**config.mk**
```make
export PLATFORM = sky130hd
export DESIGN_NAME = clk_ratio_detect
export DESIGN_NICKNAME = d
export VERILOG_FILES = /design/src/rtl/clk_ratio_pkg.sv /design/src/rtl/clk_ratio_detect_if.sv /design/src/rtl/bit_sync.sv /design/src/rtl/clk_ratio_detect_fsm.sv /design/src/rtl/clk_ratio_detect.sv
export SDC_FILE = /design/constraint.sdc
export NUM_CORES = 1
export LEC_CHECK = 0
export BUFFER_PORTS_ARGS = -buffer_cell sky130_fd_sc_hd__buf_2
export CELL_PAD_IN_SITES_DETAIL_PLACEMENT = 0
export CELL_PAD_IN_SITES_GLOBAL_PLACEMENT = 1
export CORE_UTILIZATION = 30
export DETAILED_ROUTE_END_ITERATION = 8
export PLACE_DENSITY_LB_ADDON = 0.1
export SLEW_MARGIN = 10
export SYNTH_ARGS = -nofsm -noshare
export SYNTH_HDL_FRONTEND = slang
export SYNTH_HIERARCHICAL = 1
export SYNTH_SLANG_ARGS = --single-unit
```
**constraint.sdc**
```tcl
create_clock -name i_ref_clk -period 4.18 [get_ports i_ref_clk]
set_input_delay 0.627 -clock i_ref_clk [delete_from_list [all_inputs] [get_ports i_ref_clk]]
set_output_delay 0.627 -clock i_ref_clk [all_outputs]
set_load 0.05 [all_outputs]
```
**src/rtl/clk_ratio_pkg.sv**
```systemverilog
// rtl/clk_ratio_pkg.sv - shared types, widths and measurement check for clk_ratio_detect
package clk_ratio_pkg;

    localparam int CNT_W   = 5;
    localparam int RATIO_W = 4;

    typedef logic [CNT_W-1:0]   cnt_t;
    typedef logic [RATIO_W-1:0] ratio_t;

    localparam cnt_t TIMEOUT = 5'd16;

    typedef enum logic [1:0] {
        IDLE = 2'd0,
        HIGH = 2'd1,
        LOW  = 2'd2
    } state_e;

    // A period is plausible when it fits the ratio field and the duty cycle is within one cycle of 50%.
    function automatic logic period_ok(input cnt_t hi_len, input cnt_t lo_len);
        cnt_t sum;
        cnt_t diff;
        sum  = hi_len + lo_len;
        diff = (hi_len >= lo_len) ? (hi_len - lo_len) : (lo_len - hi_len);
        return (sum >= 5'd2) && (sum <= 5'd15) && (diff <= 5'd1);
    endfunction

endpackage

```
**src/rtl/clk_ratio_detect_if.sv**
```systemverilog
// rtl/clk_ratio_detect_if.sv - detector input/result bundle with master and slave views
interface clk_ratio_detect_if;
    import clk_ratio_pkg::*;

    logic   en;
    logic   div_clk;
    ratio_t ratio;
    logic   odd;
    logic   valid;
    logic   locked;
    logic   err;

    modport master (
        output en, div_clk,
        input  ratio, odd, valid, locked, err
    );

    modport slave (
        input  en, div_clk,
        output ratio, odd, valid, locked, err
    );

endinterface

```
**src/rtl/bit_sync.sv**
```systemverilog
// rtl/bit_sync.sv - multi-stage single-bit synchronizer, async active-low reset
module bit_sync #(
    parameter int STAGES = 2
) (
    input  logic clk_i,
    input  logic rst_ni,
    input  logic d_i,
    output logic q_o
);

    logic [STAGES-1:0] sync_q;

    always_ff @(posedge clk_i or negedge rst_ni) begin
        if (!rst_ni) begin
            sync_q <= '0;
        end else begin
            sync_q <= {sync_q[STAGES-2:0], d_i};
        end
    end

    assign q_o = sync_q[STAGES-1];

endmodule

```
**src/rtl/clk_ratio_detect_fsm.sv**
```systemverilog
// rtl/clk_ratio_detect_fsm.sv - edge sampling, phase counter and measurement FSM; CLK_RATIO_DETECT_SYNC_EN adds a 2-flop input synchronizer
module clk_ratio_detect_fsm
    import clk_ratio_pkg::*;
(
    input  logic                clk_i,
    input  logic                rst_ni,
    clk_ratio_detect_if.slave   bus
);

    logic s_raw;

`ifdef CLK_RATIO_DETECT_SYNC_EN
    bit_sync #(.STAGES(2)) u_sync (
        .clk_i  (clk_i),
        .rst_ni (rst_ni),
        .d_i    (bus.div_clk),
        .q_o    (s_raw)
    );
`else
    assign s_raw = bus.div_clk;
`endif

    logic s_q;
    logic s_dly_q;

    always_ff @(posedge clk_i or negedge rst_ni) begin
        if (!rst_ni) begin
            s_q     <= 1'b0;
            s_dly_q <= 1'b0;
        end else begin
            s_q     <= s_raw;
            s_dly_q <= s_q;
        end
    end

    logic rise;
    logic fall;
    assign rise = s_q & ~s_dly_q;
    assign fall = ~s_q & s_dly_q;

    state_e state_q;
    cnt_t   cnt_q;
    cnt_t   cnt_d;
    cnt_t   high_len_q;
    logic   skip_q;
    ratio_t ratio_q;
    logic   valid_q;
    logic   locked_q;
    logic   err_q;

    cnt_t period;
    logic accept;
    logic timeout;

    always_comb begin
        cnt_d = cnt_q + 5'd1;
        if (rise || fall) begin
            cnt_d = 5'd1;
        end else if (cnt_q == TIMEOUT) begin
            cnt_d = cnt_q;
        end
    end

    assign period  = high_len_q + cnt_q;
    assign accept  = period_ok(high_len_q, cnt_q);
    assign timeout = (state_q != IDLE) && (cnt_q == TIMEOUT);

    // skip_q discards the first period after IDLE, whose high phase may be a fragment.
    always_ff @(posedge clk_i or negedge rst_ni) begin
        if (!rst_ni) begin
            state_q    <= IDLE;
            cnt_q      <= 5'd1;
            high_len_q <= '0;
            skip_q     <= 1'b0;
            ratio_q    <= '0;
            valid_q    <= 1'b0;
            locked_q   <= 1'b0;
            err_q      <= 1'b0;
        end else begin
            valid_q <= 1'b0;
            err_q   <= 1'b0;
            cnt_q   <= cnt_d;
            if (!bus.en) begin
                state_q  <= IDLE;
                cnt_q    <= 5'd1;
                ratio_q  <= '0;
                locked_q <= 1'b0;
            end else if (timeout) begin
                state_q  <= IDLE;
                ratio_q  <= '0;
                locked_q <= 1'b0;
                err_q    <= 1'b1;
            end else begin
                case (state_q)
                    IDLE: begin
                        if (rise) begin
                            state_q <= HIGH;
                            skip_q  <= 1'b1;
                        end
                    end
                    HIGH: begin
                        if (fall) begin
                            state_q    <= LOW;
                            high_len_q <= cnt_q;
                        end
                    end
                    LOW: begin
                        if (rise) begin
                            state_q <= HIGH;
                            if (skip_q) begin
                                skip_q <= 1'b0;
                            end else if (accept) begin
                                ratio_q  <= period[RATIO_W-1:0];
                                valid_q  <= 1'b1;
                                locked_q <= (period[RATIO_W-1:0] == ratio_q);
                            end else begin
                                err_q    <= 1'b1;
                                locked_q <= 1'b0;
                            end
                        end
                    end
                    default: state_q <= IDLE;
                endcase
            end
        end
    end

    assign bus.ratio  = ratio_q;
    assign bus.odd    = ratio_q[0];
    assign bus.valid  = valid_q;
    assign bus.locked = locked_q;
    assign bus.err    = err_q;

endmodule

```
**src/rtl/clk_ratio_detect.sv**
```systemverilog
// rtl/clk_ratio_detect.sv - top: measures the division ratio of a sampled divided clock (CLK_RATIO_DETECT_SYNC_EN selects synchronized sampling)
module clk_ratio_detect
    import clk_ratio_pkg::*;
(
    input  logic   i_ref_clk,
    input  logic   i_rst_n,
    input  logic   i_en,
    input  logic   i_div_clk,
    output ratio_t o_ratio,
    output logic   o_odd,
    output logic   o_valid,
    output logic   o_locked,
    output logic   o_err
);

    clk_ratio_detect_if bus ();

    assign bus.en      = i_en;
    assign bus.div_clk = i_div_clk;

    clk_ratio_detect_fsm u_fsm (
        .clk_i  (i_ref_clk),
        .rst_ni (i_rst_n),
        .bus    (bus)
    );

    assign o_ratio  = bus.ratio;
    assign o_odd    = bus.odd;
    assign o_valid  = bus.valid;
    assign o_locked = bus.locked;
    assign o_err    = bus.err;

endmodule

```
==> out/metrics.yaml, run 1 <==
synth_flop_cell: "dfrtp_1"
drt-wirelength-per-cell_microns: 13.7
powerDensity_mw_per_mm2: 339
synth_nets: 202
slew_violations: 0
critPathLaunchType: "flop"
coreArea_sq_mm: 0.00524
cts_hold_buf: 0
synth_area_leaders: "dfrtp_1 31%, ha_1 14%, nand2_1 4.7%"
grt_pass1_vias: 1265
grt_antenna_before_repair: 0
synthMuxAreaShare: 0.0390
cp-endpoint: "u_fsm/bus.ratio[2]$_DFFE_PN0P_"
fp.dieW_microns: 76.6
fin_crit_sh: 0.624
maxClockFrequency_ghz: 0.383
nets: 213
setup_tns_ps: 0
dieArea_sq_mm: 0.00587
nFillCells: 540
max_slew.worst_pin.slew_ps: 556
fp.dieH_microns: 76.6
min_period_ps: 2610
firstDrtPassIters: 4
port_buffers: 11
rsz0062_at_grt: "no"
synth_top_family_by_area: "simple AND/OR/NAND/NOR gates"
track_usage: 0.134
required_ps: 4330
cts_root_buffer: "clkbuf_8"
internal-power_uw: 410
fin_hold_ws_ps: 323
r2r_start: "u_fsm/cnt_q[1]$_DFFE_PN0P_"
async_flop_share: 1.00
clockBufferDepth: 2
hold_path_class: "in2async"
regArea_sq_um: 552
rr_worst_depth: 8
slew-limit-headroom: 0.627
power_frac_clock: 0.250
crit_type: "reg2reg"
synth-compound-area-share: 0.145
drv_cap: 0
synth_area_sq_mm: 0.00167
cts_tree: "done"
core.rowCount: 26
syn_inst: 176
yosys.area_share.xor_xnor: 0.0525
ir_drop_mv: 0.152
yosys_register_bits: 22
area_growth_syn_to_layout_pct: 9.90
overflow: 0
crit_path_start: "u_fsm/cnt_q[1]$_DFFE_PN0P_"
p_leak_nw: 0.903
htree_levels: 1
post_cts_buffers: 0
antenna_cells: 0
pin_count: 12
initial_core_util: 0.319
hold_violations: 0
dpl.hpwl_microns: 2770
drc: 0
cts_resized: 0
synth_edf_count: 0
drtAntennaViolNets: 0
r2r_end: "u_fsm/bus.ratio[2]$_DFFE_PN0P_"
drt-initial-drc-count: 62
grt_pass1_wl_microns: 6150
via_count: 1210
cts_inserted_buffers: 3
regToRegSetupSlack_ps: 1570
swShare: 0.342
insertion_delay_ps: 270
setup_violations: 0
synthSimpleGateAreaFrac: 0.197
yosysTopAreaCellShare: 0.315
gp_congestion: 0.893
grt_max_degree: 23
synth-seq-area-share: 0.331
avgSynthCellArea_sq_um: 9.48
seq_power_share: 0.389
combPwrFrac: 0.361
wl_microns: 3510
critPathCaptureType: "flop"
cp.arrival_ps: 2760
ys_warn_count: 6
cts_sinks: 22
ys_types: 43
drive_above_1_share: 0.151
outcome: "completed"
finalClockSkew_ps: 2.41
p_switching_uw: 213
worstPathMaxFanout: 8
path_clk_slew_ps: 80
final_util: 0.350
yosysTopAreaCell: "dfrtp_1"
synth_adder_area_share: 0.178
multi_input_area_sq_mm: 0.00102
routed_via_density: 4.73
==> how the worst min path moves through the flow <==
stage / startpoint / endpoint / slack (ps)
global route: i_rst_n / u_fsm/s_q$_DFF_PN0_ / 360
detailed placement: u_fsm/s_q$_DFF_PN0_ / u_fsm/s_dly_q$_DFF_PN0_ / 410
floorplan: i_rst_n / u_fsm/bus.err$_DFF_PN0_ / 330
global placement: u_fsm/s_q$_DFF_PN0_ / u_fsm/s_dly_q$_DFF_PN0_ / 410
finish: i_rst_n / u_fsm/cnt_q[4]$_DFFE_PN0P_ / 320
CTS: i_rst_n / u_fsm/cnt_q[4]$_DFFE_PN0P_ / 350
==> sequential cells by signal, indices dropped and copies added (netlist names) <==
name,cells
u_fsm/cnt_q,5
u_fsm/high_len_q,5
u_fsm/bus.ratio,4
u_fsm/state_q,2
u_fsm/bus.err,1
u_fsm/bus.locked,1
u_fsm/bus.valid,1
u_fsm/s_dly_q,1
u_fsm/s_q,1
u_fsm/skip_q,1
==> power groups by stage <==
stage | clock, mW | combinational, mW | sequential (mW)
after CTS | 0.165 | 0.226 | 0.243
after floorplan | 0 | 0.180 | 0.243
after global routing | 0.172 | 0.253 | 0.246
after detailed placement | 0 | 0.226 | 0.247
final | 0.155 | 0.225 | 0.243
after global placement | 0 | 0.225 | 0.247
==> area by class of cell <==
type                            count  share of cell area
Multi-Input combinational cell    132               0.557
Sequential cell                    22               0.301
Tap cell                           70              0.0477
Inverter                           17              0.0348
Clock buffer                        4              0.0300
Timing Repair Buffer               11              0.0300
==> per-layer routing <==
layer | wire [microns] | global-route usage
met2 | 1580 | 0.211
met4 | 85 | 0.0654
met3 | 71 | 0.0204
met5 | 0 | 0
met1 | 1770 | 0.179
==> synthesized netlist by cell type, types with 2 or more instances <==
cell,count
a21boi_0,2
nand4_1,2
and3b_1,3
xnor2_1,6
nand3b_1,3
ha_1,19
buf_4,3
inv_1,17
fa_1,3
dfrtp_1,21
xor2_1,4
o21ai_0,10
nand2_1,21
a21boi_1,2
nor3_1,2
nor2_1,7
a21oi_1,9
o21a_1,2
nor2b_1,2
nand2b_1,5
nor3b_1,2
nand3_1,7
mux2i_1,4
==> per-stage QoR <==
step	area [sq um]	std cells	setup slack, ps	power [mW]
floorplan	1670	176	1920	0.422
global placement	1780	252	1580	0.472
detailed placement	1780	252	1570	0.473
CTS	1830	256	1550	0.633
global route	1830	256	1380	0.670
finish	1830	256	1570	0.623
==> cell families after synthesis <==
group / count (synthesis)
multiplexers: 6
adder cells (fa/ha/maj): 22
AND/OR/NAND/NOR: 60
XOR/XNOR: 10
buffers and inverters: 22
AO/OA/AOI/OAI: 34
flip-flops: 22
==> critical path, cell delays in order (launching register included) <==
cell	delay (ps)
dfrtp_1	570
inv_1	190
ha_1	380
nand2b_1	120
a21oi_1	70
or3_4	360
a311oi_4	400
nand3_2	220
mux2i_1	170
==> cells in the final DEF, fill, tap and decap left out, drive strengths merged, types with 4 or more instances in the layout <==
cell type,count
inv,17
nor2,7
dfrtp,21
xor2,4
and3b,4
clkbuf,4
nand2,21
a21oi,10
mux2i,5
ha,19
xnor2,6
o21ai,11
a21boi,5
nand3,8
buf,11
nand2b,5
Power figures use the tool's default switching activity.
==> inputs of run 2 (changes only) <==
--- a/config.mk
+++ b/config.mk
@@ -5,6 +5,7 @@
 export SDC_FILE = /design/constraint.sdc
 export NUM_CORES = 1
 export LEC_CHECK = 0
+export ABC_AREA = 1
 export BUFFER_PORTS_ARGS = -buffer_cell sky130_fd_sc_hd__buf_2
 export CELL_PAD_IN_SITES_DETAIL_PLACEMENT = 0
 export CELL_PAD_IN_SITES_GLOBAL_PLACEMENT = 1
==> constraint.sdc (replaced) <==
create_clock -name i_ref_clk -period 2.5 [get_ports i_ref_clk]
set_input_delay 0.375 -clock i_ref_clk [delete_from_list [all_inputs] [get_ports i_ref_clk]]
set_output_delay 0.375 -clock i_ref_clk [all_outputs]
set_load 0.05 [all_outputs]
==> run 2 against run 1 <==
Core utilization is 0.21 points lower. Largest cell class unchanged. Non-clock buffer count grew 4. Maximum frequency increased by 14%. Sequential power up 65%. Critical path depth increased by 4. Die area increased by 5.0%.
==> out/metrics.yaml, run 2 <==
outcome: "completed"
drv_cap: 0  # unchanged
final_common_cell: "nand2_1"
drc: 0  # unchanged
setup_tns_ps: 0  # unchanged
synth_top_family_by_area: "simple AND/OR/NAND/NOR gates"
busiest_layer: "met2"
firstDrtPassIters: 4  # unchanged
dieArea_sq_mm: 0.00616  # +5.0%
async_flop_share: 1.00  # unchanged
powerDensity_mw_per_mm2: 571  # +68%
yosys_register_bits: 22  # unchanged
cp.arrival_ps: 2450  # -310 ps
final_cell_mix: "31 x nand2_1, 23 x inv_1, 21 x dfrtp_1, 19 x ha_1, 18 x nand3_1"
finalClockSkew_ps: 6.71  # +4.31 ps
synth_area_sq_mm: 0.00176  # +5.2%
cts_sinks: 22  # unchanged
grt_antenna_before_repair: 0  # unchanged
rsz0062_at_grt: "no"
coreArea_sq_mm: 0.00557  # +6.4%
grt_pass1_vias: 1345  # +6.3%
cts_hold_buf: 0  # unchanged
initial_core_util: 0.315  # -0.00375
yosys.cell_count.top_type: "nand2_1"
synth-seq-area-share: 0.314  # -0.0163
max_slew.worst_pin.slew_ps: 514  # -42.3 ps
maxClockFrequency_ghz: 0.438  # +14%
drtAntennaViolNets: 0  # unchanged
synth-compound-area-share: 0.115  # -0.0292
synthTopCellsByCount: "31 x nand2_1, 23 x inv_1, 21 x dfrtp_1"
synthMuxAreaShare: 0  # -0.0390
clockBufferDepth: 2  # unchanged
via_count: 1353  # +12%
htree_levels: 1  # unchanged
syn_inst: 202  # +15%
grt_max_degree: 23  # unchanged
port_buffers: 11  # unchanged
yosys.area_share.xor_xnor: 0.0392  # -0.0133
track_usage: 0.139  # +0.00474
synth_nets: 228  # +13%
hold_path_class: "in2async"
overflow: 0  # unchanged
gr-usage-met1: 0.198  # +0.0193
ys_warn_count: 6  # unchanged
setup_violations: 0  # unchanged
drive_above_1_share: 0.263  # +0.112
nets: 244  # +15%
crit_type: "reg2reg"
final_util: 0.348  # -0.00207
yosysTopAreaCellShare: 0.299  # -0.0155
path_clk_slew_ps: 90  # about the same
core.rowCount: 27  # +3.8%
required_ps: 2660  # -1670 ps
ys_types: 39  # -9.3%
fin_crit_sh: 0.914  # +0.290
fp.dieH_microns: 78.5  # +2.5%
dpl.hpwl_microns: 3090  # +11%
area_growth_syn_to_layout_pct: 10.5
min_period_ps: 2290  # -323 ps
synth_edf_count: 0  # unchanged
antenna_cells: 0  # unchanged
grt_pass1_wl_microns: 6670  # +8.3%
avgSynthCellArea_sq_um: 8.69  # -8.4%
critPathCaptureType: "flop"
hold_violations: 0  # unchanged
drt-wirelength-per-cell_microns: 13.1  # -4.2%
cts_inserted_buffers: 3  # unchanged
synth_flop_cell: "dfrtp_1"
wl_microns: 3790  # +8.1%
post_cts_buffers: 0  # unchanged
cts_tree: "done"
slew-limit-headroom: 0.658  # +0.0311
yosysTopAreaCell: "dfrtp_1"
rr_worst_depth: 12  # +4
synth_area_leaders: "dfrtp_1 30%, ha_1 14%, nand2_1 6.6%"
ir_drop_mv: 0.184  # +21%
slew_violations: 0  # unchanged
synthSimpleGateAreaFrac: 0.270  # +0.0730
globalRouteMet3Util: 0.0186  # -0.00175
dp_cells: 285  # +13%
met2_usage: 0.218  # +0.00761
routed_via_density: 4.68  # -0.95%
synth_adder_area_share: 0.170  # -0.00877
pin_count: 12  # unchanged
cts_root_buffer: "clkbuf_8"
worstPathMaxFanout: 6  # -2
fp.dieW_microns: 78.5  # +2.5%
gp_congestion: 0.799  # -10%
critPathLaunchType: "flop"
insertion_delay_ps: 260  # about the same
cts_resized: 0  # unchanged
layout.cells.non_filler: 289  # +13%
drt-initial-drc-count: 87  # +40%
p_leak_nw: 0.997  # +10%
-- run 2: cell families (layout without fill, tap and decap cells) --
group	after synthesis	count (layout)
AND/OR/NAND/NOR	88	88
buffers and inverters	34	49
AO/OA/AOI/OAI	29	29
adder cells (fa/ha/maj)	22	22
flip-flops	22	22
XOR/XNOR	7	7
-- run 2: cell type report --
class	instances	area (sq um)
fill	581	3630
multi-input combinational	146	1040
sequential	22	552
inverter	30	115
tap	72	90.1
timing repair buffer	15	85.1
clock buffer	4	55.1
-- run 2: power breakdown --
part | switching (mW) | total, mW | internal [mW] | leakage [nW]
clock network | 0.118 | 0.258 | 0.140 | 0.0288
logic | 0.284 | 0.448 | 0.164 | 0.675
registers | 0.0266 | 0.402 | 0.375 | 0.293
total | 0.429 | 1.11 | 0.680 | 0.997
-- run 2: per-layer routing --
layer  vias up  part of all wire
li1        696                 -
met1       634              0.49
met2        19              0.46
met3         4             0.039
met4         0             0.010
met5         -                 0
-- run 2: path summary, 6_finish.rpt --
kind / from / endpoint / slack, ps
max in group asynchronous: i_rst_n / u_fsm/cnt_q[0]$_DFFE_PN1P_ / 2060
min: i_rst_n / u_fsm/high_len_q[0]$_DFFE_PN0P_ / 80
min reg2reg: u_fsm/s_q$_DFF_PN0_ / u_fsm/s_dly_q$_DFF_PN0_ / 410
max reg2reg: u_fsm/cnt_q[0]$_DFFE_PN1P_ / u_fsm/bus.ratio[1]$_DFFE_PN0P_ / 210
min in group i_ref_clk: i_div_clk / u_fsm/s_q$_DFF_PN0_ / 220
max: u_fsm/cnt_q[0]$_DFFE_PN1P_ / u_fsm/bus.ratio[1]$_DFFE_PN0P_ / 210
-- run 2: worst max-delay path, stage by stage, from the launching register on --
cell	delay [ps]
dfstp_2	580
inv_1	110
ha_1	210
inv_1	90
fa_1	410
a21oi_1	120
nand2_1	60
nor2_1	90
nand2_1	70
nand2_2	130
nand4_2	160
nand3_1	110
nand2_1	50
-- run 2: per-stage QoR --
stage	area, sq um	power (mW)	setup WS (ps)	hold slack, ps
final	1940	1.11	215	77.8
after global routing	1940	1.20	14.0	110
after CTS	1940	1.12	217	96.8
after detailed placement	1890	0.860	215	383
after global placement	1890	0.860	316	374
after floorplan	1760	0.764	414	79.4
==> inputs of run 3 (changes only) <==
--- a/config.mk
+++ b/config.mk
@@ -9,7 +9,7 @@
 export BUFFER_PORTS_ARGS = -buffer_cell sky130_fd_sc_hd__buf_2
 export CELL_PAD_IN_SITES_DETAIL_PLACEMENT = 0
 export CELL_PAD_IN_SITES_GLOBAL_PLACEMENT = 1
-export CORE_UTILIZATION = 30
+export CORE_UTILIZATION = 46
 export DETAILED_ROUTE_END_ITERATION = 8
 export PLACE_DENSITY_LB_ADDON = 0.1
 export SLEW_MARGIN = 10
==> run 3 against run 2 <==
Critical path depth did not move. Sequential share of layout area is 0.43 points higher. First-iteration DRC count increased by 6.9%. Cell area is 1.5% lower. Cell count is 9.0% lower. Non-clock buffer count down 2. Clock power grew 29%. Core utilization rose by 17 points. Critical path type unchanged.
==> out/metrics.yaml, run 3 (synthesized netlist as in run 2, its figures left out) <==
port_buffers: 11  # unchanged
fp.dieH_microns: 63.8  # -19%
drc: 0  # unchanged
grt_max_degree: 23  # unchanged
gp_congestion: 0.845  # +5.7%
dr_wl_met2_microns: 1650  # -4.5%
final_area_sq_mm: 0.00191  # -1.5%
cts_root_buffer: "clkbuf_8"
cts_hold_buf: 0  # unchanged
final_util: 0.522  # +0.174
routed_via_density: 5.14  # +9.8%
outcome: "completed"
cp.arrival_ps: 2410  # -40 ps
dpl.hpwl_microns: 2730  # -12%
drive_above_1_share: 0.256  # -0.00686
drtAntennaViolNets: 0  # unchanged
routed.top_layer: "met4"
critPathCaptureType: "flop"
min_period_ps: 2250  # -37.4 ps
internal-power_uw: 751  # +11%
cts_resized: 0  # unchanged
setup_tns_ps: 0  # unchanged
p_switching_uw: 424  # -1.1%
path_clk_slew_ps: 90  # about the same
slew-limit-headroom: 0.677  # +0.0196
hold_violations: 0  # unchanged
swShare: 0.361  # -0.0259
setup_violations: 0  # unchanged
drv_cap: 0  # unchanged
layout.cells.non_filler: 263  # -9.0%
ir_drop_mv: 0.310  # +68%
firstDrtPassIters: 4  # unchanged
hold_path_class: "in2async"
final_common_cell: "nand2_1"
overflow: 0  # unchanged
max_slew.worst_pin.slew_ps: 484  # -29.4 ps
clockBufferDepth: 2  # unchanged
seq_power_share: 0.342  # -0.021
nets: 242  # -0.82%
coreArea_sq_mm: 0.00366  # -34%
grt_antenna_before_repair: 0  # unchanged
pin_count: 12  # unchanged
maxClockFrequency_ghz: 0.445  # +1.7%
critPathLaunchType: "flop"
via_count: 1352  # -0.074%
core.rowCount: 22  # -19%
combPwrFrac: 0.375  # -0.029
final_cell_mix: "31 x nand2_1, 23 x inv_1, 21 x dfrtp_1, 19 x ha_1, 18 x nand3_1"
grt_pass1_wl_microns: 5910  # -11%
cts_inserted_buffers: 3  # unchanged
drt-initial-drc-count: 93  # +6.9%
area_growth_syn_to_layout_pct: 8.91
fin_crit_sh: 0.899  # -0.0149
dieArea_sq_mm: 0.00407  # -34%
crit_type: "reg2reg"
fin_hold_ws_ps: 55.3  # -22.5 ps
powerDensity_mw_per_mm2: 615  # +7.7%
dp_cells: 259  # -9.1%
finalClockSkew_ps: 11.3  # +4.60 ps
fp.dieW_microns: 63.8  # -19%
post_cts_buffers: 0  # unchanged
insertion_delay_ps: 270  # about the same
post_dp_cell_area_sq_mm: 0.00184  # -2.4%
drt-wirelength-per-cell_microns: 12.9  # -1.6%
grt_pass1_vias: 1297  # -3.6%
rsz0062_at_grt: "no"
initial_core_util: 0.479  # +0.165
p_leak_nw: 0.995  # -0.15%
cts_tree: "done"
power_mw: 1.18  # +6.1%
wl_microns: 3390  # -10%
cts_sinks: 22  # unchanged
required_ps: 2660  # about the same
met1_length_microns: 1600  # -15%
worstPathMaxFanout: 6  # unchanged
setup_ws_ps: 252  # +37.4 ps
track_usage: 0.187  # +0.0481
power_frac_clock: 0.283  # +0.050
slew_violations: 0  # unchanged
htree_levels: 1  # unchanged
dr_wl_met3_microns: 113  # -23%
antenna_cells: 0  # unchanged
post-place-ws_ps: 260  # +44.7 ps
[run 3: cell type report]
| class | count | area (sq um) |
|---|---|---|
| flip-flops and latches | 22 | 552 |
| repair buffers | 13 | 70.1 |
| multi-input cells | 146 | 1040 |
| inverters | 30 | 115 |
| well taps | 48 | 60.1 |
| clock inverters | 1 | 30.0 |
| clock buffers | 3 | 41.3 |
| fillers | 347 | 1750 |
[run 3: worst paths after layout]
check	start	slack, ps	cells after the start	end
max	u_fsm/cnt_q[0]$_DFFE_PN1P_	250	12	u_fsm/bus.ratio[3]$_DFFE_PN0P_
min	i_rst_n	60	1	u_fsm/bus.ratio[2]$_DFFE_PN0P_
max reg2reg	u_fsm/cnt_q[0]$_DFFE_PN1P_	250	12	u_fsm/bus.ratio[3]$_DFFE_PN0P_
min reg2reg	u_fsm/s_q$_DFF_PN0_	420	0	u_fsm/s_dly_q$_DFF_PN0_
max in group asynchronous	i_rst_n	2080	1	u_fsm/cnt_q[0]$_DFFE_PN1P_
min in group i_ref_clk	i_div_clk	210	1	u_fsm/s_q$_DFF_PN0_
[run 3: routing by layer]
metal,up-vias,track usage
li1,688,-
met2,29,0.302
met3,4,0.0304
met1,631,0.255
met5,-,0
met4,0,0.0597
[run 3: power by group through the flow]
| stage | Combinational (mW) | Sequential (mW) | Clock (mW) |
|---|---|---|---|
| global route | 0.496 | 0.406 | 0.360 |
| CTS | 0.445 | 0.403 | 0.338 |
| floorplan | 0.357 | 0.407 | 0 |
| detailed placement | 0.443 | 0.410 | 0 |
| global placement | 0.435 | 0.408 | 0 |
| finish | 0.441 | 0.402 | 0.332 |
[run 3: critical path, stage by stage, from the launching register on]
cell	delay [ps]
dfstp_2	570
inv_1	120
ha_1	220
inv_1	80
fa_1	410
a21oi_1	120
nand2_1	60
nor2_1	90
nand2_1	70
nand2_2	120
nand4_2	150
nand3_1	100
nand2_1	50
